## src/rtl/conv_writeback_pkg.sv

```systemverilog
// Shared definitions for the CMAC write-back stage: operation codes, FSM states and
// the default result width.
package conv_writeback_pkg;

  localparam int WB_DATA_W = 16;

  // Same encoding the CMAC engine drives on op_type.
  typedef enum logic [2:0] {
    OP_NONE  = 3'd0,
    OP_CONV1 = 3'd1,
    OP_CONV3 = 3'd2,
    OP_CONVP = 3'd3,
    OP_MPOOL = 3'd4,
    OP_APOOL = 3'd5
  } op_type_e;

  typedef enum logic [1:0] {
    ST_IDLE  = 2'd0,
    ST_DRAIN = 2'd1,
    ST_DONE  = 2'd2
  } wb_state_e;

endpackage

```

## src/rtl/conv_writeback_wb_buffer.sv

```systemverilog
// Burst holding buffer: parallel load of a whole burst, indexed single-word read.
// Build option WB_RELU_EN clamps negative words (including -0) to zero on load.
module wb_buffer #(
  parameter int DEPTH  = 32,
  parameter int DATA_W = 16,
  parameter int IDX_W  = $clog2(DEPTH)
) (
  input  logic                    clk,
  input  logic                    rst_n,
  input  logic                    load_i,
  input  logic [DEPTH*DATA_W-1:0] load_data_i,
  input  logic [IDX_W-1:0]        rd_idx_i,
  output logic [DATA_W-1:0]       rd_data_o
);

  logic [DEPTH-1:0][DATA_W-1:0] mem_q, mem_d;

  always_comb begin
    for (int i = 0; i < DEPTH; i++) begin
      mem_d[i] = load_data_i[i*DATA_W +: DATA_W];
`ifdef WB_RELU_EN
      if (mem_d[i][DATA_W-1]) mem_d[i] = '0;
`else
`endif
    end
  end

  // NOTE: the buffer is reset explicitly so a reset mid-burst leaves no stale data on the read port.
  // NOTE: sequential state uses non-blocking assignments so every register samples pre-edge values.
  always_ff @(posedge clk or negedge rst_n) begin
    if (!rst_n)      mem_q <= '0;
    else if (load_i) mem_q <= mem_d;
  end

  assign rd_data_o = mem_q[rd_idx_i];

endmodule

```

## src/rtl/conv_writeback.sv

```systemverilog
// CMAC write-back stage: captures a burst once all selected valids are set, then drains it
// one word per cycle into the output FIFO with a running byte address.
module conv_writeback
  import conv_writeback_pkg::*;
#(
  parameter int BURST_LEN = 16,
  parameter int DATA_W    = WB_DATA_W,
  parameter int ADDR_W    = 32
) (
  input  logic                        clk,
  input  logic                        rst_n,
  input  logic [2:0]                  op_type,
  input  logic                        layer_start,
  input  logic [ADDR_W-1:0]           base_addr,
  input  logic [BURST_LEN-1:0]        res_valid_0,
  input  logic [BURST_LEN-1:0]        res_valid_1,
  input  logic [BURST_LEN*DATA_W-1:0] res_bus_0,
  input  logic [BURST_LEN*DATA_W-1:0] res_bus_1,
  output logic                        res_ack,
  input  logic                        out_fifo_full,
  output logic                        out_fifo_wr_en,
  output logic [DATA_W-1:0]           out_fifo_din,
  output logic [ADDR_W-1:0]           wb_addr,
  output logic                        burst_done,
  output logic                        busy,
  output logic [ADDR_W-1:0]           word_cnt
);

  localparam int                DEPTH       = 2 * BURST_LEN;
  localparam int                IDX_W       = $clog2(DEPTH);
  localparam logic [IDX_W-1:0]  LAST_SINGLE = IDX_W'(BURST_LEN - 1);
  localparam logic [IDX_W-1:0]  LAST_PAIR   = IDX_W'(DEPTH - 1);
  localparam logic [ADDR_W-1:0] ADDR_STEP   = ADDR_W'(DATA_W / 8);

  wb_state_e               state_q, state_d;
  logic [IDX_W-1:0]        idx_q, idx_d, last_idx_q, last_idx_d, sel_last;
  logic                    res_ack_q, res_ack_d;
  logic [ADDR_W-1:0]       wb_addr_q, wb_addr_d, word_cnt_q, word_cnt_d;
  logic                    ready, capture, load_layer, last_write;
  logic [DEPTH*DATA_W-1:0] load_data;

  // Bank selection; CONVP packs bank 0 ahead of bank 1.
  always_comb begin
    ready     = 1'b0;
    load_data = '0;
    sel_last  = LAST_SINGLE;
    case (op_type)
      OP_CONV1: begin
        ready = &res_valid_1;
        load_data[BURST_LEN*DATA_W-1:0] = res_bus_1;
      end
      OP_CONV3: begin
        ready = &res_valid_0;
        load_data[BURST_LEN*DATA_W-1:0] = res_bus_0;
      end
      OP_CONVP: begin
        ready     = (&res_valid_0) & (&res_valid_1);
        load_data = {res_bus_1, res_bus_0};
        sel_last  = LAST_PAIR;
      end
      default: ;
    endcase
  end

  // layer_start wins over a coincident ready cycle; capture follows one cycle later.
  assign load_layer = (state_q == ST_IDLE) && layer_start;
  assign capture    = (state_q == ST_IDLE) && ready && !layer_start;
  assign last_write = out_fifo_wr_en && (idx_q == last_idx_q);

  always_ff @(posedge clk or negedge rst_n) begin
    if (!rst_n) state_q <= ST_IDLE;
    else        state_q <= state_d;
  end

  always_comb begin
    state_d = state_q;
    case (state_q)
      ST_IDLE:  if (capture) state_d = ST_DRAIN;
      ST_DRAIN: if (last_write) state_d = ST_DONE;
      ST_DONE:  state_d = ST_IDLE;
      default:  state_d = ST_IDLE;
    endcase
  end

  always_comb begin
    out_fifo_wr_en = (state_q == ST_DRAIN) && !out_fifo_full;
    busy           = (state_q == ST_DRAIN);
    burst_done     = (state_q == ST_DONE);
  end

  // NOTE: every variable gets its hold value first so no path through the block infers a latch.
  always_comb begin
    idx_d      = idx_q;
    last_idx_d = last_idx_q;
    res_ack_d  = capture;
    wb_addr_d  = wb_addr_q;
    word_cnt_d = word_cnt_q;
    if (load_layer) begin
      wb_addr_d  = base_addr;
      word_cnt_d = '0;
    end
    if (capture) begin
      idx_d      = '0;
      last_idx_d = sel_last;
    end
    if (out_fifo_wr_en) begin
      idx_d     = idx_q + 1'b1;
      wb_addr_d = wb_addr_q + ADDR_STEP;
      if (word_cnt_q != '1) word_cnt_d = word_cnt_q + 1'b1;
    end
    if (state_q == ST_DONE) idx_d = '0;
  end

  always_ff @(posedge clk or negedge rst_n) begin
    if (!rst_n) begin
      idx_q      <= '0;
      last_idx_q <= '0;
      res_ack_q  <= 1'b0;
      wb_addr_q  <= '0;
      word_cnt_q <= '0;
    end else begin
      idx_q      <= idx_d;
      last_idx_q <= last_idx_d;
      res_ack_q  <= res_ack_d;
      wb_addr_q  <= wb_addr_d;
      word_cnt_q <= word_cnt_d;
    end
  end

  wb_buffer #(
    .DEPTH (DEPTH),
    .DATA_W(DATA_W),
    .IDX_W (IDX_W)
  ) u_buffer (
    .clk        (clk),
    .rst_n      (rst_n),
    .load_i     (capture),
    .load_data_i(load_data),
    .rd_idx_i   (idx_q),
    .rd_data_o  (out_fifo_din)
  );

  assign res_ack  = res_ack_q;
  assign wb_addr  = wb_addr_q;
  assign word_cnt = word_cnt_q;

endmodule

```

## config.mk

```make
export PLATFORM = sky130hd
export DESIGN_NAME = conv_writeback
export DESIGN_NICKNAME = d
export VERILOG_FILES = /design/src/rtl/conv_writeback_pkg.sv /design/src/rtl/conv_writeback_wb_buffer.sv /design/src/rtl/conv_writeback.sv
export SDC_FILE = /design/constraint.sdc
export NUM_CORES = 1
export LEC_CHECK = 0
export ABC_AREA = 1
export CAP_MARGIN = 10
export CELL_PAD_IN_SITES_DETAIL_PLACEMENT = 0
export CELL_PAD_IN_SITES_GLOBAL_PLACEMENT = 1
export CORE_ASPECT_RATIO = 0.8
export CORE_MARGIN = 4
export CORE_UTILIZATION = 38
export DETAILED_ROUTE_END_ITERATION = 10
export PLACE_DENSITY_LB_ADDON = 0.15
export SYNTH_ARGS = -nofsm -noshare
export SYNTH_HDL_FRONTEND = slang
export SYNTH_SLANG_ARGS = --single-unit
```

## constraint.sdc

```tcl
create_clock -name clk -period 2.35 [get_ports clk]
set_input_delay 0.47 -clock clk [delete_from_list [all_inputs] [get_ports clk]]
set_output_delay 0.47 -clock clk [all_outputs]
set_load 0.02 [all_outputs]
```

==> flow_metrics.py, run 1 <==
metrics = {
    "detailed_routing": {
        "drc": 0,
        "antenna_left": 0,
        "wire_per_inst_um": 22.8,
        "routed_wl_um": 157000,
        "viasPerCell": 5.35,
        "firstDrtPassIters": 5,
        "num_vias": 36900,
        "drt_iter0_markers": 3737,
    },
    "placement": {
        "port_buffers": 666,
        "dp_slack_ns": -0.822,
        "numPlacedInstances": 6719,
        "dp_hpwl_um": 119000,
        "gp_congestion": 0.970,
    },
    "global_route": {
        "grt_overflow": 0,
        "antenna_found_initial": 15,
        "gr-usage-all-layers": 0.322,
        "grt_max_degree": 126,
        "grt_pass1_vias": 35600,
        "grt_pass1_wl_um": 231000,
    },
    "timing": {
        "hold_viol": 0,
        "min_period_ns": 3.19,
        "maxSlewViolCount": 0,
        "setup_ws_ns": -0.839,
        "final.setup_skew_ns": 0.0218,
        "fmax_mhz": 314,
        "period_share": 1.36,
        "relSlewSlack": 0.552,
        "setup_viol": 17,
        "tightest_slew_ns": 0.671,
        "whs_ns": 0.344,
        "rsz0062_at_grt": "yes",
    },
    "critical_path": {
        "cp.required_ns": 1.88,
        "start_kind": "register",
        "worstSetupStartpoint": "idx_q[0]$_DFFE_PN0P_",
        "critPathArrivalTime_ns": 2.72,
        "crit_path_max_fanout": 15,
        "slowest_delay_ns": 0.53,
        "cp_num_buf_inv": 4,
        "reg2reg_from": "state_q[0]$_DFFE_PN0P_",
        "slowest_stage": "dfrtp_4",
        "path_cells": "buf_12 -> buf_16 -> o211ai_1 -> nand3_1 -> nand3_2 -> nand4_1 -> nand2_4 -> inv_2 -> buf_6",
        "worstSetupPathType": "reg -> out",
        "crit_path_end_kind": "primary output",
        "crit_family": "simple AND/OR/NAND/NOR gates",
    },
    "clock_network": {
        "cts_buffer_depth": 3,
        "tritoncts": "yes",
        "clk_latency_ns": 0.63,
        "cts_sinks": 586,
        "path_clk_slew_ns": 0.07,
        "numCtsBuffers": 68,
        "root_buffer": "clkbuf_16",
        "htreeDepth": 3,
    },
    "logic_synthesis": {
        "synth-main-ff-cell": "dfrtp_1",
        "yosysWarnings": 0,
        "synth_async_sr_flop_share": 1.00,
        "synth_edf_count": 0,
        "ys_seq_area_frac": 0.428,
        "syn_area_sq_um": 34200,
        "netlist.area_leader.share": 0.428,
        "synth-seq-cells": 586,
        "synth.largest_area_cell": "dfrtp_1",
        "synth.avg_cell_area_sq_um": 7.00,
        "syn_nets": 5480,
        "synth.distinct_cells": 29,
        "synth.area.top_cells": "dfrtp_1 43%, nand2_1 17%, inv_1 6.7%",
        "netlist_instances": 4894,
    },
    "layout": {
        "drive_gt1_frac": 0.121,
        "layout_commonest_cell": "nand2_1",
        "nFillCells": 8661,
        "fin_util": 0.538,
        "nets": 6225,
        "layoutNonFillerInstCount": 6902,
        "area_growth_pct": 40.4,
        "most-common-layout-cells": "1534 x nand2_1, 645 x clkdlybuf4s50_1, 595 x inv_1",
    },
    "floorplan": {
        "core_area_sq_um": 89400,
        "ios": 667,
        "dieHeight_um": 277,
        "core.rowCount": 98,
        "die_w_um": 344,
        "start_util": 0.383,
        "dieArea_sq_um": 95000,
    },
    "power_and_ir_drop": {
        "vdd_drop_max_mv": 0.484,
        "p_leak_nw": 23.4,
        "p_per_area_nw_per_um2": 490,
        "p_total_mw": 23.6,
    },
    "worst_hold_path": {
        "holdCritPathClass": "in -> async",
    },
    "flow_run": {
        "drv_cap": 0,
    },
    "status": {
        "violations": "setup timing",
        "status": "finished, violations left",
    },
}
## synth_stat cells (2+ instances only)
library cell	number
o22ai_1	6
clkinv_1	4
dfrtp_1	586
inv_2	5
nor3_1	13
nand2_2	2
buf_1	29
xnor2_1	6
buf_2	155
ha_1	3
nand2_1	1576
a22oi_1	256
nor2_1	271
o211ai_1	76
nand3_1	434
nand3b_1	16
o21ai_0	233
clkbuf_1	191
a21oi_1	118
inv_1	610
xor2_1	23
nand4_1	274
## routing by layer
layer	up-vias	global-route usage	wire (um)
met5	-	0	37
met4	6	0.0961	4400
met3	225	0.0591	12800
met2	1476	0.500	71200
met1	17800	0.456	68600
li1	17400	-	-
## final cells by class
cell class / count / area, sq um / area share
multi-input cells: 3314 / 16300 / 0.340
flip-flops and latches: 586 / 14700 / 0.305
repair buffers: 1048 / 10900 / 0.228
inverters: 619 / 2350 / 0.0489
clock buffers: 99 / 1990 / 0.0414
well taps: 1200 / 1500 / 0.0312
clock inverters: 20 / 239 / 0.00497
diodes: 14 / 35.0 / 0.000728
repair inverters: 2 / 20.0 / 0.000416
## registers in the layout (all words and copies together) (netlist names)
register	flops
state_q	2
wb_addr	32
last_idx_q	2
res_ack	1
u_buffer.mem_q	512
word_cnt	32
idx_q	5
## power by group
part / leakage, nW / switching, mW / internal [mW]
Clock: 1.10 / 4.56 / 6.33
Sequential: 6.78 / 0.0901 / 10.1
Combinational: 15.6 / 1.15 / 1.30
Total: 23.4 / 5.79 / 17.8
## through the flow
stage | setup TNS (ns) | area [sq um]
5_1_grt | -13.39 | 48100
3_3_place_gp | -216.31 | 44200
2_1_floorplan | 0 | 34200
4_1_cts | -12.28 | 47700
6_report | -12.36 | 48100
3_5_place_dp | -219.32 | 44200
## what timing repair did
item,in CTS,in global routing
pin swaps,80,57
setup buffers,25,10
resized for setup,285,103
setup endpoints to repair,19,19
cloned,19,2
hold buffers,1,0
hold endpoints to repair,24,0
## final timing paths
kind / to / slack, ns / depth (start not counted)
setup / recovery: out_fifo_din[14] / -0.84 / 9
hold / removal: word_cnt[8]$_DFF_PN0_ / 0.34 / 2
setup reg to reg: u_buffer.mem_q[297]$_DFFE_PN0P_ / 0 / 9
hold reg to reg: u_buffer.mem_q[364]$_DFFE_PN0P_ / 0.48 / 2
max in group asynchronous: u_buffer.mem_q[223]$_DFFE_PN0P_ / 1.11 / 4
min in group clk: wb_addr[3]$_DFFE_PN0P_ / 0.39 / 3
## cells by family after synthesis
kind of cell | after synthesis | share of synthesized area
and+or+nand+nor | 2589 | 0.323
buffers and inverters | 994 | 0.115
AOI/OAI and AO/OA | 693 | 0.126
DFF | 586 | 0.428
xor gates and xnor gates | 29 | 0.00742
adders and majority gates | 3 | 0.00110
No activity file was read; power rests on OpenSTA's default activity.
==> run 2, diff against run 1 <==
CORE_ASPECT_RATIO = 2   (was 0.8)
==> run 2 against run 1 <==
Clock skew fell by 0.00072 ns. Fmax fell by 1.2%. Sequential share of layout area down 0.55 points. Routed wire length grew 7.8%. Largest cell class unchanged. The run still ends with setup timing left. Critical path depth rose by 4. Count of clock-buffer cells in the layout down 26. Total power is 0.42% lower. Critical endpoint is now out_fifo_din[1]. First-iteration DRC count is 18% lower.
==> flow_metrics.py, run 2 (synthesis gave the netlist of run 1 again) <==
metrics = {
    "status": {
        "status": "finished, violations left",
        "violations": "setup timing",
    },
    "detailed_routing": {
        "drt_iter0_markers": 3079,
        "viasPerCell": 5.41,
        "firstDrtPassIters": 8,
        "routed_wl_um": 169000,
        "num_vias": 37800,
        "wire_per_inst_um": 24.3,
        "drc": 0,
        "antenna_left": 0,
    },
    "global_route": {
        "antenna_found_initial": 9,
        "grt_pass1_wl_um": 243000,
        "gr-usage-all-layers": 0.345,
        "grt_pass1_vias": 37800,
        "grt_overflow": 0,
        "grt_max_degree": 75,
    },
    "clock_network": {
        "root_buffer": "clkbuf_16",
        "htreeDepth": 2,
        "clk_latency_ns": 0.66,
        "numCtsBuffers": 57,
        "cts_sinks": 586,
        "path_clk_slew_ns": 0.07,
        "cts_buffer_depth": 3,
        "tritoncts": "yes",
    },
    "critical_path": {
        "crit_top_cell": "buf_4",
        "start_kind": "register",
        "crit_path_max_fanout": 9,
        "cp_num_buf_inv": 8,
        "crit_family": "buffers and inverters",
        "slowest_stage": "dfrtp_4",
        "worstSetupPathType": "reg -> out",
        "critPathArrivalTime_ns": 2.76,
        "path_cells": "buf_12 -> clkinv_16 -> buf_4 -> buf_4 -> buf_4 -> nor2_1 -> o211ai_1 -> buf_4 -> nand3_1 -> nand2_1 -> nand2_2 -> inv_2 -> buf_12",
        "cp.required_ns": 1.88,
        "slowest_delay_ns": 0.44,
        "crit_path_end_kind": "primary output",
    },
    "timing": {
        "tightest_slew_ns": 0.608,
        "hold_viol": 0,
        "setup_ws_ns": -0.877,
        "fmax_mhz": 310,
        "min_period_ns": 3.23,
        "rsz0062_at_grt": "yes",
        "period_share": 1.37,
        "relSlewSlack": 0.590,
        "setup_viol": 16,
        "maxSlewViolCount": 0,
        "final.setup_skew_ns": 0.0211,
    },
    "power_and_ir_drop": {
        "vdd_drop_max_mv": 0.563,
        "p_total_mw": 23.5,
        "p_per_area_nw_per_um2": 479,
        "p_leak_nw": 24.0,
    },
    "floorplan": {
        "ios": 667,
        "start_util": 0.383,
        "dieHeight_um": 433,
        "die_w_um": 220,
        "core.rowCount": 155,
        "dieArea_sq_um": 95300,
        "core_area_sq_um": 89400,
    },
    "layout": {
        "largest_register_ffs": 512,
        "drive_gt1_frac": 0.134,
        "layout_commonest_cell": "nand2_1",
        "nets": 6336,
        "layoutNonFillerInstCount": 6982,
        "most-common-layout-cells": "1543 x nand2_1, 642 x clkdlybuf4s50_1, 600 x inv_1",
        "fin_util": 0.548,
        "top_register": "u_buffer.mem_q",
        "area_growth_pct": 43.0,
        "nFillCells": 8687,
    },
    "worst_hold_path": {
        "holdCritPathClass": "in -> async",
    },
    "placement": {
        "port_buffers": 666,
        "numPlacedInstances": 6840,
        "gp_congestion": 1.01,
        "dp_hpwl_um": 134000,
    },
    "flow_run": {
        "drv_cap": 0,
    },
}
-- run 2: cell count changes in the layout (fill, tap and decap cells not counted), sizes merged, moves of 5 or more --
| cell | previous run | this run |
|---|---|---|
| buf | 388 | 517 |
| bufbuf | 8 | 3 |
| bufinv | 4 | 10 |
| clkbuf | 102 | 75 |
| clkinvlp | 2 | 7 |
| diode | 14 | 6 |
-- run 2: report_power, final --
group | switching (mW) | leakage (nW) | internal, mW
registers | 0.0894 | 6.78 | 10.1
clock network | 4.58 | 1.02 | 6.06
logic | 1.24 | 16.2 | 1.37
total | 5.90 | 24.0 | 17.6
-- run 2: worst register-to-register path, stage by stage, from the launching register on --
cell and delay, ns:
dfrtp_1 0.42, nor3_1 0.28, buf_4 0.19, o21ai_1 0.10
nor2_4 0.15, buf_4 0.15, buf_12 0.25, buf_4 0.31
nand3_1 0.14, nand2_1 0.10, inv_1 0.04
-- run 2: metal layers --
layer | global-route usage | vias to the layer above | routed length (um)
li1 | - | 17700 | -
met1 | 0.370 | 18000 | 59000
met2 | 0.605 | 1663 | 84700
met3 | 0.0487 | 470 | 9790
met4 | 0.259 | 8 | 15900
met5 | 0 | - | 49
-- run 2: final timing paths --
check                                                     start                              end  slack, ns  cells after the start
worst max-delay path                       idx_q[0]$_DFFE_PN0P_                  out_fifo_din[1]      -0.88                     13
worst min-delay path                                      rst_n   u_buffer.mem_q[80]$_DFFE_PN0P_       0.36                      2
worst max register to register           state_q[0]$_DFFE_PN0P_  u_buffer.mem_q[233]$_DFFE_PN0P_       0.13                     10
worst min register to register  u_buffer.mem_q[274]$_DFFE_PN0P_  u_buffer.mem_q[274]$_DFFE_PN0P_       0.48                      2
max in group asynchronous                                 rst_n  u_buffer.mem_q[190]$_DFFE_PN0P_       1.17                      3
min in group clk                                  base_addr[30]          wb_addr[30]$_DFFE_PN0P_       0.38                      3
-- run 2: area by class of cell --
type | instances | area, sq um | area share
well taps | 1177 | 1470 | 0.0301
diodes | 6 | 15.0 | 0.000307
flip-flops and latches | 586 | 14700 | 0.300
repair buffers | 1171 | 12100 | 0.247
repair inverters | 1 | 8.76 | 0.000179
clock inverters | 35 | 495 | 0.0101
clock buffers | 73 | 1630 | 0.0333
inverters | 619 | 2360 | 0.0482
multi-input cells | 3314 | 16200 | 0.331
-- run 2: repair_timing --
item	in CTS	in global routing
hold buffers	1	0
cloned	7	2
pin swaps	49	57
hold endpoints to repair	27	0
gates resized for setup	213	103
setup endpoints to repair	24	20
buffers inserted	22	2
-- run 2: per-stage QoR --
step / hold WS [ns] / setup slack (ns) / TNS (ns) / area [sq um]
after floorplan: 0.174 / 0.240 / 0 / 34200
after global placement: 0.443 / -0.814 / -169.87 / 45800
after detailed placement: 0.449 / -0.809 / -175.73 / 45800
after CTS: 0.339 / -0.911 / -13.25 / 48700
after global routing: 0.347 / -0.937 / -14.14 / 49000
final: 0.356 / -0.877 / -12.88 / 49000
